===== config.mk =====
export PLATFORM = sky130hd
export DESIGN_NAME = ps2_receiver
export DESIGN_NICKNAME = d
export VERILOG_FILES = /design/src/rtl/ps2_receiver.sv
export SDC_FILE = /design/constraint.sdc
export NUM_CORES = 1
export LEC_CHECK = 0
export CORE_ASPECT_RATIO = 0.6
export CORE_MARGIN = 3
export CORE_UTILIZATION = 30
export CTS_BUF_LIST = sky130_fd_sc_hd__clkbuf_4 sky130_fd_sc_hd__clkbuf_8 sky130_fd_sc_hd__clkbuf_16
export DETAILED_ROUTE_END_ITERATION = 8
export GPL_ROUTABILITY_DRIVEN = 0
export GPL_TIMING_DRIVEN = 1
export PLACE_DENSITY = 0.45
export SETUP_SLACK_MARGIN = 0.1
export SYNTH_ARGS = -nofsm -noshare
export SYNTH_HDL_FRONTEND = slang
export SYNTH_SLANG_ARGS = --single-unit

===== constraint.sdc =====
create_clock -name clock -period 2.2 [get_ports clock]
set_clock_uncertainty 0.2 [all_clocks]
set_input_delay 0.44 -clock clock [delete_from_list [all_inputs] [get_ports clock]]
set_output_delay 0.44 -clock clock [all_outputs]
set_load 0.01 [all_outputs]

===== src/rtl/ps2_receiver.sv =====
// ps2_receiver: PS/2 device-to-host frame decoder producing scan-code events.
//
// Parameters:
//   TIMEOUT - ce cycles without a filtered falling edge before a partial frame
//             is abandoned (12-bit counter)
//   FILTER  - consecutive identical ce samples needed to change filtered clock
//
// Ports:
//   clock  in   system clock, rising edge
//   reset  in   synchronous active-high reset
//   ce     in   clock enable; all state advances only when ce=1
//   ps2ck  in   raw PS/2 clock pin (async, idle high)
//   ps2d   in   raw PS/2 data pin (async, idle high)
//   strb   out  one-ce-period strobe per decoded key event
//   make   out  0 = press, 1 = release (F0 seen)
//   code   out  scan code of the event (prefix bytes excluded)
//   ext    out  event was E0-prefixed
//   err    out  one-ce-period pulse on parity or stop-bit error
module ps2_receiver #(
  parameter int unsigned TIMEOUT = 4095,
  parameter int unsigned FILTER  = 8
) (
  input  logic       clock,
  input  logic       reset,
  input  logic       ce,
  input  logic       ps2ck,
  input  logic       ps2d,
  output logic       strb,
  output logic       make,
  output logic [7:0] code,
  output logic       ext,
  output logic       err
);

  typedef enum logic [1:0] {IDLE, DATA, PARITY, STOP} state_t;

  localparam logic [11:0] TO = 12'(TIMEOUT);

  state_t            state, state_n;
  logic [1:0]        ck_s, d_s;
  logic [FILTER-1:0] filt, filt_n;
  logic              fck, fck_n, fall, din;
  logic [2:0]        bitcnt, bitcnt_n;
  logic [7:0]        sh, sh_n;
  logic              par, par_n, parok, parok_n;
  logic [11:0]       tcnt, tcnt_n;
  logic              brk, brk_n, extf, extf_n;
  logic              strb_n, err_n, make_n, ext_n;
  logic [7:0]        code_n;

  always_comb begin
    // Edge is judged on the filter contents after this cycle's shift, so the
    // data sample taken alongside it is aligned with the same sync depth.
    filt_n = {filt[FILTER-2:0], ck_s[1]};
    fck_n  = fck;
    if (filt_n == '0)      fck_n = 1'b0;
    else if (filt_n == '1) fck_n = 1'b1;
    fall = fck & ~fck_n;
    din  = d_s[1];

    state_n  = state;
    bitcnt_n = bitcnt;
    sh_n     = sh;
    par_n    = par;
    parok_n  = parok;
    tcnt_n   = tcnt;
    brk_n    = brk;
    extf_n   = extf;
    strb_n   = 1'b0;
    err_n    = 1'b0;
    make_n   = make;
    code_n   = code;
    ext_n    = ext;

    case (state)
      IDLE: begin
        tcnt_n = '0;
        if (fall && !din) begin
          state_n  = DATA;
          bitcnt_n = '0;
          par_n    = 1'b0;
        end
      end
      DATA: begin
        if (fall) begin
          sh_n     = {din, sh[7:1]};
          par_n    = par ^ din;
          bitcnt_n = bitcnt + 3'd1;
          if (bitcnt == 3'd7) state_n = PARITY;
        end
      end
      PARITY: begin
        if (fall) begin
          parok_n = par ^ din;
          state_n = STOP;
        end
      end
      STOP: begin
        if (fall) begin
          state_n = IDLE;
          if (din && parok) begin
            if (sh == 8'hF0) begin
              brk_n = 1'b1;
            end else if (sh == 8'hE0) begin
              extf_n = 1'b1;
            end else begin
              strb_n = 1'b1;
              code_n = sh;
              make_n = brk;
              ext_n  = extf;
              brk_n  = 1'b0;
              extf_n = 1'b0;
            end
          end else begin
            err_n  = 1'b1;
            brk_n  = 1'b0;
            extf_n = 1'b0;
          end
        end
      end
      default: state_n = IDLE;
    endcase

    // Edge beats expiry: a falling edge clears the counter even on the
    // cycle it would have reached TIMEOUT.
    if (state != IDLE) begin
      if (fall) begin
        tcnt_n = '0;
      end else begin
        tcnt_n = tcnt + 12'd1;
        if (tcnt_n == TO) begin
          state_n = IDLE;
          brk_n   = 1'b0;
          extf_n  = 1'b0;
          tcnt_n  = '0;
        end
      end
    end
  end

  always_ff @(posedge clock) begin
    if (reset) begin
      state  <= IDLE;
      ck_s   <= '1;
      d_s    <= '1;
      filt   <= '1;
      fck    <= 1'b1;
      bitcnt <= '0;
      sh     <= '0;
      par    <= 1'b0;
      parok  <= 1'b0;
      tcnt   <= '0;
      brk    <= 1'b0;
      extf   <= 1'b0;
      strb   <= 1'b0;
      err    <= 1'b0;
      make   <= 1'b1;
      code   <= 8'h00;
      ext    <= 1'b0;
    end else if (ce) begin
      state  <= state_n;
      ck_s   <= {ck_s[0], ps2ck};
      d_s    <= {d_s[0], ps2d};
      filt   <= filt_n;
      fck    <= fck_n;
      bitcnt <= bitcnt_n;
      sh     <= sh_n;
      par    <= par_n;
      parok  <= parok_n;
      tcnt   <= tcnt_n;
      brk    <= brk_n;
      extf   <= extf_n;
      strb   <= strb_n;
      err    <= err_n;
      make   <= make_n;
      code   <= code_n;
      ext    <= ext_n;
    end
  end

endmodule


# == After elaboration in Yosys (flattened, before gate mapping) ==
# Index checks and enable logic that the tools add are counted.
# op_classes
n_addsub,2
n_mul,0
div,0
n_lt_le_gt_ge,0
eq_ne,10
n_shift,0
mux,45
bitwise_logic,5
n_reduce_logical,13
# op_table
op,n
12-bit 2-to-1 mux,4
1-bit 2-to-1 mux,28
8-bit equality test (second input constant),3
2-bit 2-to-1 mux,8
12-bit by 1-bit adder with 12-bit output (second input constant),1
12-bit equality test (second input constant),1
8-bit zero test,1
2-bit one-hot mux with 4 select lines,1
3-bit 2-to-1 mux,2
3-bit one-hot mux with 2 select lines,1
3-bit AND reduction,2
6-bit AND reduction,1
2-bit nonzero test,3
2-bit equality test (second input constant),2
2-bit inequality test (second input constant),2
4-bit AND reduction,1
3-bit by 1-bit adder with 3-bit output (second input constant),1
3-bit equality test (second input constant),1
1-bit inverter,3
2-bit by 1-bit equality test with 1-bit output (second input constant),1
1-bit logical AND,2
2-bit zero test,1
1-bit one-hot mux with 2 select lines,1
2-bit AND reduction,1
3 further kinds,3
# word_totals
reg_bits,53
latch_bits,0
ramBits,0
mem_bits_ro,0
input_bits,5
output_inout_bits,12
elab_cells,92
n_memories,0

# == Depth between registers and ports, before layout ==
# Gate-level depths: netlist of run 1.
# logic_depth
ltp_word,11
mapped_depth,9
mapped_depth_nobuf,8

# == Worst setup path before layout of run 1 ==
# No wires, ideal clock.
# synth_timing
kind,reg2reg
start,register tcnt[1]
end,register brk
setup_ns,0.128
arrival_time_ns,1.946
t_required_ns,1.872
slack_ns,-0.074
path_stages_with_launch,10
path_buffers,2
period_less_slack_ns,2.274
cell_sequence,dfxtp_1 -> ha_1 -> buf_2 -> and3_1 -> clkbuf_1 -> a32oi_1 -> o22ai_1 -> nand2_2 -> nor4_1 -> o21ai_1
# synth_between
elab_chain_len,5
# synth_lines
item,line_no,text
from (decl),46,"logic [11:0] tcnt, tcnt_n;"
from (signal assigned),170,tcnt <= tcnt_n;
12-bit by 1-bit adder with 12-bit output,130,tcnt_n = tcnt + 12'd1;
12-bit equality test,131,if (tcnt_n == TO) begin
1-bit 2-to-1 mux,131,
1-bit 2-to-1 mux,127,if (fall) begin
1-bit 2-to-1 mux,126,if (state != IDLE) begin
to (signal assigned),171,brk <= brk_n;
to (decl),47,"logic brk, brk_n, extf, extf_n;"
# No other way between the ends.
# A chain may end at the register's enable or synchronous reset.

# == Final worst setup path of run 1 ==
# layout_timing
start,register tcnt[0]
end,register tcnt[6]
# layout_between
elab_chain_len,5
# layout_lines
item,line_no
12-bit by 1-bit adder with 12-bit output *,130
12-bit equality test,131
12-bit 2-to-1 mux *,131
12-bit 2-to-1 mux *,127
12-bit 2-to-1 mux *,126
# Mark *: on every way between the ends. The rest lies on a longest branch, timed or not.

==> results of run 1 <==
## critical path, stage by stage, from the launching register on
cell and delay, ns:
sky130_fd_sc_hd__dfxtp_4 0.39, sky130_fd_sc_hd__buf_4 0.14, sky130_fd_sc_hd__nand4_1 0.23, sky130_fd_sc_hd__a2111oi_4 0.38, sky130_fd_sc_hd__o22ai_2 0.14, sky130_fd_sc_hd__buf_4 0.18, sky130_fd_sc_hd__a21oi_2 0.14, sky130_fd_sc_hd__a211oi_2 0.06
sky130_fd_sc_hd__o32ai_1 0.14
## stage by stage
step / util [%] / std cells
3_3_place_gp: 39.6 / 448
2_1_floorplan: - / 299
5_1_grt: 44.3 / 457
6_report: 44.3 / 457
4_1_cts: 42.2 / 455
3_5_place_dp: 39.6 / 448
## cell usage in the layout (no fill, tap or decap), types with 2 or more instances in the layout
master                            count
sky130_fd_sc_hd__a211oi_1             3
sky130_fd_sc_hd__a211oi_2             3
sky130_fd_sc_hd__a21oi_1             12
sky130_fd_sc_hd__a21oi_2              4
sky130_fd_sc_hd__a31oi_1              2
sky130_fd_sc_hd__and2_1               3
sky130_fd_sc_hd__and3_1               2
sky130_fd_sc_hd__and3_2               2
sky130_fd_sc_hd__and4_4               2
sky130_fd_sc_hd__buf_12               3
sky130_fd_sc_hd__buf_4               43
sky130_fd_sc_hd__clkbuf_16            5
sky130_fd_sc_hd__clkdlybuf4s50_1     16
sky130_fd_sc_hd__dfxtp_1             41
sky130_fd_sc_hd__dfxtp_2             10
sky130_fd_sc_hd__dfxtp_4              2
sky130_fd_sc_hd__ha_1                 2
sky130_fd_sc_hd__ha_4                 2
sky130_fd_sc_hd__inv_1                4
sky130_fd_sc_hd__mux2i_1             30
sky130_fd_sc_hd__nand2_1             29
sky130_fd_sc_hd__nand2_2              2
sky130_fd_sc_hd__nand2_4              2
sky130_fd_sc_hd__nand3_1             11
sky130_fd_sc_hd__nand3_2              2
sky130_fd_sc_hd__nand4_1              7
sky130_fd_sc_hd__nor2_1              31
sky130_fd_sc_hd__nor2b_1              4
sky130_fd_sc_hd__nor3_1               4
sky130_fd_sc_hd__nor4_1               5
sky130_fd_sc_hd__nor4_4               3
sky130_fd_sc_hd__o211ai_1             5
sky130_fd_sc_hd__o21a_1               2
sky130_fd_sc_hd__o21ai_0              6
sky130_fd_sc_hd__o21ai_1              2
sky130_fd_sc_hd__o22ai_2              2
sky130_fd_sc_hd__o22ai_4              2
sky130_fd_sc_hd__o311ai_2             2
sky130_fd_sc_hd__xnor2_1              2
sky130_fd_sc_hd__xor2_1               3
## cells by family (layout without fill, tap and decap cells)
logic type               Yosys count  count (layout)  share of synthesized area, %
AND/OR/NAND/NOR                  122             122                          25.0
AO/OA/AOI/OAI                     59              59                          15.0
flip-flops                        53              53                          40.6
multiplexers                      30              30                          11.5
buffers and inverters             26              76                          4.35
XOR/XNOR                           5               5                          1.67
adder cells (fa/ha/maj)            4               4                          1.91
## power by group through the flow
stage	clock, mW	sequential (mW)	combinational [mW]
2_1_floorplan	0	0.989	0.0411
3_3_place_gp	0	0.990	0.0770
3_5_place_dp	0	0.991	0.0767
4_1_cts	0.903	0.968	0.0776
5_1_grt	0.946	0.966	0.0846
6_report	0.877	0.966	0.0788
## Yosys cell counts, drive strengths merged, types with 2 or more instances
master  count  share of area, %
nor4        8               3.1
mux2i      30                11
and3        4               1.0
xnor2       2              0.67
o311ai      2              0.67
dfxtp      53                41
o21ai       9               1.9
nor2       31               4.4
nor3        5              0.96
inv         5              0.72
and2        3              0.72
ha          4               1.9
and4        2              0.77
nor2b       4              0.96
buf        10               2.1
a31oi       2              0.48
o211ai      5               1.4
clkbuf     10               1.4
nand2      33               4.9
o21a        2              0.57
or3         3              0.96
nand4       7               1.7
o22ai       5               1.2
xor2        3               1.0
a21oi      16               3.1
a211oi      6               1.7
nand3      14               2.9
## state kept, by name (all words and copies together) (netlist names), 2 cells and up
| signal | cells |
|---|---|
| tcnt | 12 |
| code | 8 |
| sh | 8 |
| filt | 7 |
| bitcnt | 3 |
| ck_s | 2 |
| d_s | 2 |
| state | 2 |
## routing by layer
metal  global-route usage, %  share of wire [%]  up-vias  wire length, µm
met3                    3.67                4.5        8              325
met4                    3.21               0.80        0               58
met2                    18.2                 37       46             2680
li1                        -                  -     1183                -
met5                       0                  0        -                0
met1                    24.2                 58     1112             4200
## layout make-up
class | count | share of cell area [%]
multi-input combinational | 220 | 45.9
inverter | 6 | 0.692
tap | 108 | 3.74
sequential | 53 | 29.9
clock buffer | 5 | 3.46
clock inverter | 2 | 0.969
timing repair buffer | 63 | 15.3
## worst max-delay path by stage
stage	start	to	slack [ns]	cells after the start
3_5_place_dp	ce	code[5]	-0.10	7
3_3_place_gp	ce	tcnt[2]	-0.06	6
2_1_floorplan	tcnt[1]	tcnt[1]	0.11	8
6_report	tcnt[0]	tcnt[6]	0.09	8
4_1_cts	tcnt[0]	tcnt[1]	0.1	7
5_1_grt	filt[1]	code[1]	0.01	7
## repair_timing
action | in CTS | in global routing
buffers inserted | 0 | 2
pin swaps | 4 | 13
resized for setup | 14 | 38
endpoints found under the setup margin | 18 | 28
hold buffers | 0 | 0
==> results.json, run 1 <==
{
  "path_clk_slew_ns": 0.07,
  "fill_cells": 807,
  "power.share.switching_pct": 20.9,
  "core.rowCount": 25,
  "avgViaCountPerCell": 5.14,
  "grt_setup_unrepaired": "true",
  "finalSetupTns_ns": 0,
  "run_status": "completed",
  "top_level_ports": 17,
  "floorplan.core_area_mm2": 0.00816,
  "slew_headroom_pct": 72.8,
  "clock_network_latency_to_the_later_pin_of_the_worst_skew_pair_ns": 0.29,
  "cts_tree": "yes",
  "timing.final.setup_violations": 0,
  "num_vias": 2349,
  "power_density_mw_per_mm2": 531,
  "library_cell_used_as_clock_root_buffer": "sky130_fd_sc_hd__clkbuf_16",
  "period_share_pct": 95.8,
  "synth_cell_types": 60,
  "antenna_cells": 0,
  "drtPass1Iterations": 4,
  "detailed_place_hpwl_um": 5200,
  "worstHoldPathCells": 2,
  "fp.dieH_um": 78.3,
  "crit_arrival_ns": 2.10,
  "syn-instance-count": 299,
  "worst_hold_startpoint": "brk",
  "ys_seq_area_share_pct": 40.6,
  "drt-initial-drc-count": 162,
  "grt_max_degree": 40,
  "fmax_ghz": 0.474,
  "reg2reg_to": "tcnt[6]",
  "antenna_violations_before_repair": 0,
  "placed_cell_area_mm2": 0.00323,
  "floorplan.initialDensity_pct": 32.0,
  "setup_slack_ns": 0.0925,
  "worst-endpoint-required_ns": 2.19,
  "clock_tree.buffer_depth": 2,
  "synth_edf_count": 0,
  "cts-htree-levels": 2,
  "dp_worst_setup_slack_ns": -0.101,
  "detail-route-antenna-nets": 0,
  "crit-reg2reg-launch": "tcnt[0]",
  "grt_pass1_wl_um": 11700,
  "timing.reg2reg.setup_slack_ns": 0.09,
  "fin_total_pwr_mw": 1.92,
  "power.share.clock_pct": 45.6,
  "fp.dieArea_mm2": 0.00991,
  "timing_hold_violations_final": 0,
  "die_width_um": 127,
  "post_synth.cell_area_avg_um2": 8.75,
  "ys_dominant_reg_cell": "sky130_fd_sc_hd__dfxtp_1",
  "report.final.slew_viol_count": 0,
  "syn-num-nets": 308,
  "layout-drive-gt1-share_pct": 30.9,
  "wire_per_inst_um": 15.9,
  "yosys_warnings": 0,
  "leakagePower_nw": 1.33,
  "port_buffers": 16,
  "worst-r2r-cell-count": 8,
  "start_kind": "flop",
  "worst_hold_slack_ns": 0.273,
  "synth-async-reset-ratio_pct": 0,
  "globalRouteOverflowTotal": 0,
  "finalCriticalPeriod_ns": 2.11,
  "p_sw_mw": 0.401,
  "whs_endpoint": "brk",
  "finish.instance_area_mm2": 0.00361,
  "power.share.combinational_pct": 4.1,
  "irDropWorstVdd_mv": 0.401,
  "detail_route.drc_violations": 0,
  "wl_um": 7260,
  "power_frac_seq_pct": 50.3,
  "critical_path.max_fanout": 6,
  "fin_nets": 358,
  "post_synth_instance_area_mm2": 0.00262,
  "area_growth_from_synthesis_to_final_layout_pct": 38.2,
  "number_of_global_route_vias_before_repair": 2187,
  "worstSetupEndpointType": "flop",
  "drv_cap": 0,
  "global_route.usage.total_pct": 14.7,
  "multi_input_area_mm2": 0.00166,
  "yosys_register_bits": 53,
  "seqCellArea_mm2": 0.00108,
  "clock-sinks": 53,
  "holdCritPathClass": "reg -> reg",
  "cts_made_buffers": 5,
  "worst_pin_slew_ns": 0.408,
  "power_report.internal_total_mw": 1.52,
  "path_class": "reg -> reg"
}
No activity file was read; power rests on OpenSTA's default activity.
==> run 2, diff against run 1 <==
--- a/config.mk
+++ b/config.mk
@@ -8,7 +8,7 @@
 export CORE_ASPECT_RATIO = 0.6
 export CORE_MARGIN = 3
 export CORE_UTILIZATION = 30
-export CTS_BUF_LIST = sky130_fd_sc_hd__clkbuf_4 sky130_fd_sc_hd__clkbuf_8 sky130_fd_sc_hd__clkbuf_16
+export CTS_BUF_LIST = sky130_fd_sc_hd__clkbuf_8
 export DETAILED_ROUTE_END_ITERATION = 8
 export GPL_ROUTABILITY_DRIVEN = 0
 export GPL_TIMING_DRIVEN = 1
==> run 2 against run 1 <==
Compared with the run above: sequential cell count is the same; sequential power is essentially flat; setup slack lost 0.012 ns; first-iteration DRC count shrank 14%; non-clock buffer count grew 1; cell count grew 0.22%; final area shrank 1.8%; critical endpoint unchanged; global-route usage is essentially flat; utilization shrank 0.78 points; combinational power is essentially flat; critical path type unchanged.
==> results.json, run 2 (synthesized netlist as in run 1, its figures left out) <==
{
  "die_width_um": 127,
  "floorplan.core_area_mm2": 0.00816,
  "timing.reg2reg.setup_slack_ns": 0.08,
  "layout_commonest_cell": "sky130_fd_sc_hd__buf_4",
  "worstSetupEndpointType": "flop",
  "cts-htree-levels": 2,
  "largest_register_ffs": 12,
  "clock_tree.buffer_depth": 2,
  "avgViaCountPerCell": 5.12,
  "number_of_global_route_vias_before_repair": 2189,
  "layout-drive-gt1-share_pct": 30.9,
  "worst-endpoint-required_ns": 2.21,
  "clock-sinks": 53,
  "drt-initial-drc-count": 140,
  "globalRouteOverflowTotal": 0,
  "wire_per_inst_um": 15.8,
  "run_status": "completed",
  "power_frac_seq_pct": 56.8,
  "power.share.combinational_pct": 4.6,
  "timing.final.setup_violations": 0,
  "path_clk_slew_ns": 0.09,
  "reg2reg_to": "tcnt[6]",
  "top_level_ports": 17,
  "worst-r2r-cell-count": 8,
  "drtPass1Iterations": 4,
  "report.final.slew_viol_count": 0,
  "start_kind": "flop",
  "power.share.clock_pct": 38.6,
  "holdCritPathClass": "reg -> reg",
  "cts_made_buffers": 5,
  "port_buffers": 16,
  "period_share_pct": 96.3,
  "grt_max_degree": 40,
  "worst_pin_slew_ns": 0.400,
  "detailed_place_hpwl_um": 5200,
  "placed_cell_area_mm2": 0.00323,
  "irDropWorstVdd_mv": 0.203,
  "antenna_cells": 0,
  "worst_hold_slack_ns": 0.277,
  "cts_tree": "yes",
  "clock_network_latency_to_the_later_pin_of_the_worst_skew_pair_ns": 0.31,
  "power.share.switching_pct": 22.2,
  "detail_route.drc_violations": 0,
  "num_vias": 2344,
  "power_report.internal_total_mw": 1.32,
  "leakagePower_nw": 1.31,
  "timing_hold_violations_final": 0,
  "fp.dieArea_mm2": 0.00991,
  "grt_pass1_wl_um": 11700,
  "layout.core_utilization_pct": 43.5,
  "regMostFlops": "tcnt",
  "finish.instance_area_mm2": 0.00355,
  "core.rowCount": 25,
  "path_class": "reg -> reg",
  "fp.dieH_um": 78.3,
  "final_cell_mix": "sky130_fd_sc_hd__buf_4, sky130_fd_sc_hd__dfxtp_1, sky130_fd_sc_hd__nor2_1, sky130_fd_sc_hd__nand2_1, sky130_fd_sc_hd__mux2i_1",
  "largest_registers": "tcnt: 12 flops, code: 8 flops, sh: 8 flops",
  "timing.critical_path.from": "tcnt[0]",
  "wl_um": 7250,
  "p_sw_mw": 0.377,
  "floorplan.initialDensity_pct": 32.0,
  "critPathCapture": "tcnt[6]",
  "grt_setup_unrepaired": "true",
  "antenna_violations_before_repair": 0,
  "detail-route-antenna-nets": 0,
  "fin_total_pwr_mw": 1.70,
  "library_cell_used_as_clock_root_buffer": "sky130_fd_sc_hd__clkbuf_8",
  "finalSetupTns_ns": 0,
  "fmax_ghz": 0.472,
  "critical_path.max_fanout": 6,
  "global_route.usage.total_pct": 14.7,
  "area_growth_from_synthesis_to_final_layout_pct": 35.8,
  "crit-reg2reg-launch": "tcnt[0]",
  "drv_cap": 0,
  "crit_arrival_ns": 2.13,
  "power_density_mw_per_mm2": 479,
  "finalCriticalPeriod_ns": 2.12,
  "slew_headroom_pct": 73.3,
  "fill_cells": 819,
  "fin_nets": 359
}
[run 2: layout make-up]
class / count / area, µm² / share of cell area (%)
clock buffers: 5 / 68.8 / 1.94
clock inverters: 2 / 35.0 / 0.987
inverters: 6 / 25.0 / 0.705
multi-input cells: 220 / 1640 / 46.3
flip-flops and latches: 53 / 1080 / 30.5
well taps: 108 / 135 / 3.81
repair buffers: 64 / 562 / 15.8
[run 2: through the flow]
stage                     setup slack (ns)  cells
after global routing               0.00903    458
after CTS                           0.0931    455
after global placement             -0.0578    448
final                               0.0803    458
after floorplan                      0.106    299
after detailed placement            -0.101    448
[run 2: worst max-delay path: stages (launching register included)]
cell and delay, ns:
sky130_fd_sc_hd__dfxtp_4 0.40, sky130_fd_sc_hd__buf_4 0.14, sky130_fd_sc_hd__nand4_1 0.23, sky130_fd_sc_hd__a2111oi_4 0.38, sky130_fd_sc_hd__o22ai_2 0.14, sky130_fd_sc_hd__buf_4 0.17, sky130_fd_sc_hd__a21oi_2 0.14, sky130_fd_sc_hd__a211oi_2 0.06
sky130_fd_sc_hd__o32ai_1 0.14
[run 2: repair_timing]
action,CTS,global route
setup endpoints to repair,18,28
gates resized for setup,14,36
pin swaps,4,11
hold endpoints to repair,0,0
hold buffers,0,0
setup buffers,0,3
[run 2: layer usage]
layer	vias up	global-route usage, %	share of wire [%]
li1	1178	-	-
met1	1109	24.2	58
met2	51	18.2	37
met3	6	3.67	4.1
met4	0	2.89	0.73
met5	-	0	0
[run 2: power by group through the flow]
stage / Sequential, mW / Clock (mW) / Combinational [mW]
6_report: 0.965 / 0.656 / 0.0786
2_1_floorplan: 0.989 / 0 / 0.0411
3_3_place_gp: 0.990 / 0 / 0.0770
3_5_place_dp: 0.991 / 0 / 0.0767
5_1_grt: 0.967 / 0.721 / 0.0849
4_1_cts: 0.968 / 0.683 / 0.0776
[run 2: worst min path at each step]
stage	start	to	slack, ns	cells past startpoint
6_report	brk	brk	0.28	2
5_1_grt	extf	extf	0.30	2
3_5_place_dp	brk	brk	0.25	2
2_1_floorplan	brk	brk	0.23	2
3_3_place_gp	brk	brk	0.25	2
4_1_cts	brk	brk	0.28	2
==> run 3, diff against run 2 <==
--- a/config.mk
+++ b/config.mk
@@ -7,12 +7,12 @@
 export LEC_CHECK = 0
 export CORE_ASPECT_RATIO = 0.6
 export CORE_MARGIN = 3
-export CORE_UTILIZATION = 30
+export CORE_UTILIZATION = 40
 export CTS_BUF_LIST = sky130_fd_sc_hd__clkbuf_8
 export DETAILED_ROUTE_END_ITERATION = 8
 export GPL_ROUTABILITY_DRIVEN = 0
 export GPL_TIMING_DRIVEN = 1
-export PLACE_DENSITY = 0.45
+export PLACE_DENSITY = 0.57
 export SETUP_SLACK_MARGIN = 0.1
 export SYNTH_ARGS = -nofsm -noshare
 export SYNTH_HDL_FRONTEND = slang
==> run 3 against run 2 <==
Compared with the run above: sequential power hardly changed; critical path depth stayed put; setup slack worse by 0.0086 ns; sequential share of layout area is 0.68 points higher; final area is 2.2% lower; cell count is 5.9% lower; clock power is 9.1% lower; critical path type unchanged; largest cell class unchanged.
==> results.json, run 3 (synthesized netlist as in run 1, its figures left out) <==
{
  "leakagePower_nw": 1.29,
  "crit_arrival_ns": 2.13,
  "run_status": "completed",
  "period_share_pct": 96.7,
  "drv_cap": 0,
  "library_cell_used_as_clock_root_buffer": "sky130_fd_sc_hd__clkbuf_8",
  "report.final.slew_viol_count": 0,
  "stage_delay_of_the_slowest_cell_on_the_critical_path_ns": 0.42,
  "top_level_ports": 17,
  "placed_cell_area_mm2": 0.00314,
  "power.share.clock_pct": 36.5,
  "stdcell_count": 431,
  "fin_nets": 355,
  "worstSetupEndpointType": "flop",
  "irDropWorstVdd_mv": 0.344,
  "cts-htree-levels": 2,
  "die_width_um": 110,
  "port_buffers": 16,
  "number_of_global_route_vias_before_repair": 2018,
  "multi_input_area_mm2": 0.00163,
  "slowest_stage": "sky130_fd_sc_hd__or3b_4",
  "slew_headroom_pct": 58.8,
  "finalCriticalPeriod_ns": 2.13,
  "detailed_place_hpwl_um": 4550,
  "antenna_cells": 0,
  "holdCritPathClass": "reg -> reg",
  "clock_tree.buffer_depth": 2,
  "path_clk_slew_ns": 0.11,
  "wire_per_inst_um": 15.1,
  "grt_max_degree": 40,
  "crit_buf_inv": 1,
  "cts_made_buffers": 5,
  "power_frac_seq_pct": 59.0,
  "power.share.switching_pct": 24.9,
  "largest_register_ffs": 12,
  "timing.critical_path.cells": "inv_4, ha_4, nand3_4, or3b_4, o22ai_4, nand2_4, o311ai_2, a21oi_1",
  "start_kind": "flop",
  "finish.instance_area_mm2": 0.00347,
  "final_cell_mix": "sky130_fd_sc_hd__dfxtp_1, sky130_fd_sc_hd__buf_4, sky130_fd_sc_hd__nor2_1, sky130_fd_sc_hd__nand2_1, sky130_fd_sc_hd__mux2i_1",
  "timing.final.setup_violations": 0,
  "clock_network_latency_to_the_later_pin_of_the_worst_skew_pair_ns": 0.31,
  "fp.dieArea_mm2": 0.00758,
  "floorplan.core_area_mm2": 0.00622,
  "power.share.combinational_pct": 4.6,
  "grt_pass1_wl_um": 10500,
  "avgViaCountPerCell": 5.37,
  "critical_path.max_fanout": 6,
  "fmax_ghz": 0.470,
  "layout-drive-gt1-share_pct": 28.2,
  "cts_tree": "yes",
  "fp.dieH_um": 68.6,
  "power_report.internal_total_mw": 1.23,
  "largest_delay_contributor_family_on_the_critical_path": "simple AND/OR/NAND/NOR gates",
  "fill_cells": 585,
  "fin_total_pwr_mw": 1.63,
  "dp_worst_setup_slack_ns": -0.0878,
  "timing_hold_violations_final": 0,
  "post-place-cells": 416,
  "regMostFlops": "tcnt",
  "worst-endpoint-required_ns": 2.20,
  "drtPass1Iterations": 4,
  "clock-sinks": 53,
  "path_class": "reg -> reg",
  "wl_um": 6510,
  "detail-route-antenna-nets": 0,
  "core.rowCount": 22,
  "grt_setup_unrepaired": "true",
  "num_vias": 2316,
  "global_route.usage.total_pct": 18.1,
  "worst_pin_slew_ns": 0.612,
  "antenna_violations_before_repair": 0,
  "setup_slack_ns": 0.0717,
  "area_growth_from_synthesis_to_final_layout_pct": 32.8,
  "p_sw_mw": 0.407,
  "floorplan.initialDensity_pct": 42.0,
  "worst_hold_slack_ns": 0.265,
  "seqCellArea_mm2": 0.00108,
  "largest_registers": "tcnt: 12 flops, code: 8 flops, sh: 8 flops",
  "detail_route.drc_violations": 0,
  "globalRouteOverflowTotal": 0,
  "layout_commonest_cell": "sky130_fd_sc_hd__dfxtp_1",
  "power_density_mw_per_mm2": 470,
  "drt-initial-drc-count": 174
}
## run 3: worst min-delay path, stage by stage, from the launching register on
cell and delay [ns]:
sky130_fd_sc_hd__dfxtp_1 0.33, sky130_fd_sc_hd__nand2_1 0.05, sky130_fd_sc_hd__o21ai_1 0.05
## run 3: final timing paths
check / from / endpoint / slack [ns] / cells after the start
setup / recovery: tcnt[0] / state[0] / 0.07 / 8
hold / removal: brk / brk / 0.26 / 2
setup reg to reg: tcnt[0] / state[0] / 0.07 / 8
hold reg to reg: brk / brk / 0.26 / 2
## run 3: final cells by class
class | instances | area share [%]
Sequential cell | 53 | 31.2
Tap cell | 84 | 3.03
Timing Repair Buffer | 60 | 15.4
Inverter | 6 | 0.720
Clock inverter | 3 | 0.829
Clock buffer | 5 | 1.98
Multi-Input combinational cell | 220 | 46.9
## run 3: what timing repair did
action,in CTS,in global routing
endpoints found under the setup margin,24,25
pin swaps,4,13
hold buffers,0,0
resized for setup,10,35
buffers inserted,4,3
## run 3: stage by stage
step                      TNS [ns]  utilization (%)
after global routing      -0.00694             55.8
final                            0             55.8
after floorplan                  0                -
after detailed placement    -0.820             50.5
after CTS                        0             53.2
after global placement      -0.525             50.5
## run 3: routing by layer
metal  global-route usage [%]  vias to the layer above  part of all wire, %
met5                        0                        -                    0
met4                     2.76                        0                 0.26
met3                     3.63                        2                  7.3
met2                     22.2                       52                   38
met1                     30.8                     1081                   55
li1                         -                     1181                    -
## run 3: power by group through the flow
stage / sequential (mW) / clock, mW / combinational (mW)
detailed placement: 0.990 / 0 / 0.0731
global route: 0.965 / 0.672 / 0.0820
global placement: 0.990 / 0 / 0.0731
floorplan: 0.989 / 0 / 0.0411
finish: 0.963 / 0.596 / 0.0746
CTS: 0.968 / 0.615 / 0.0746
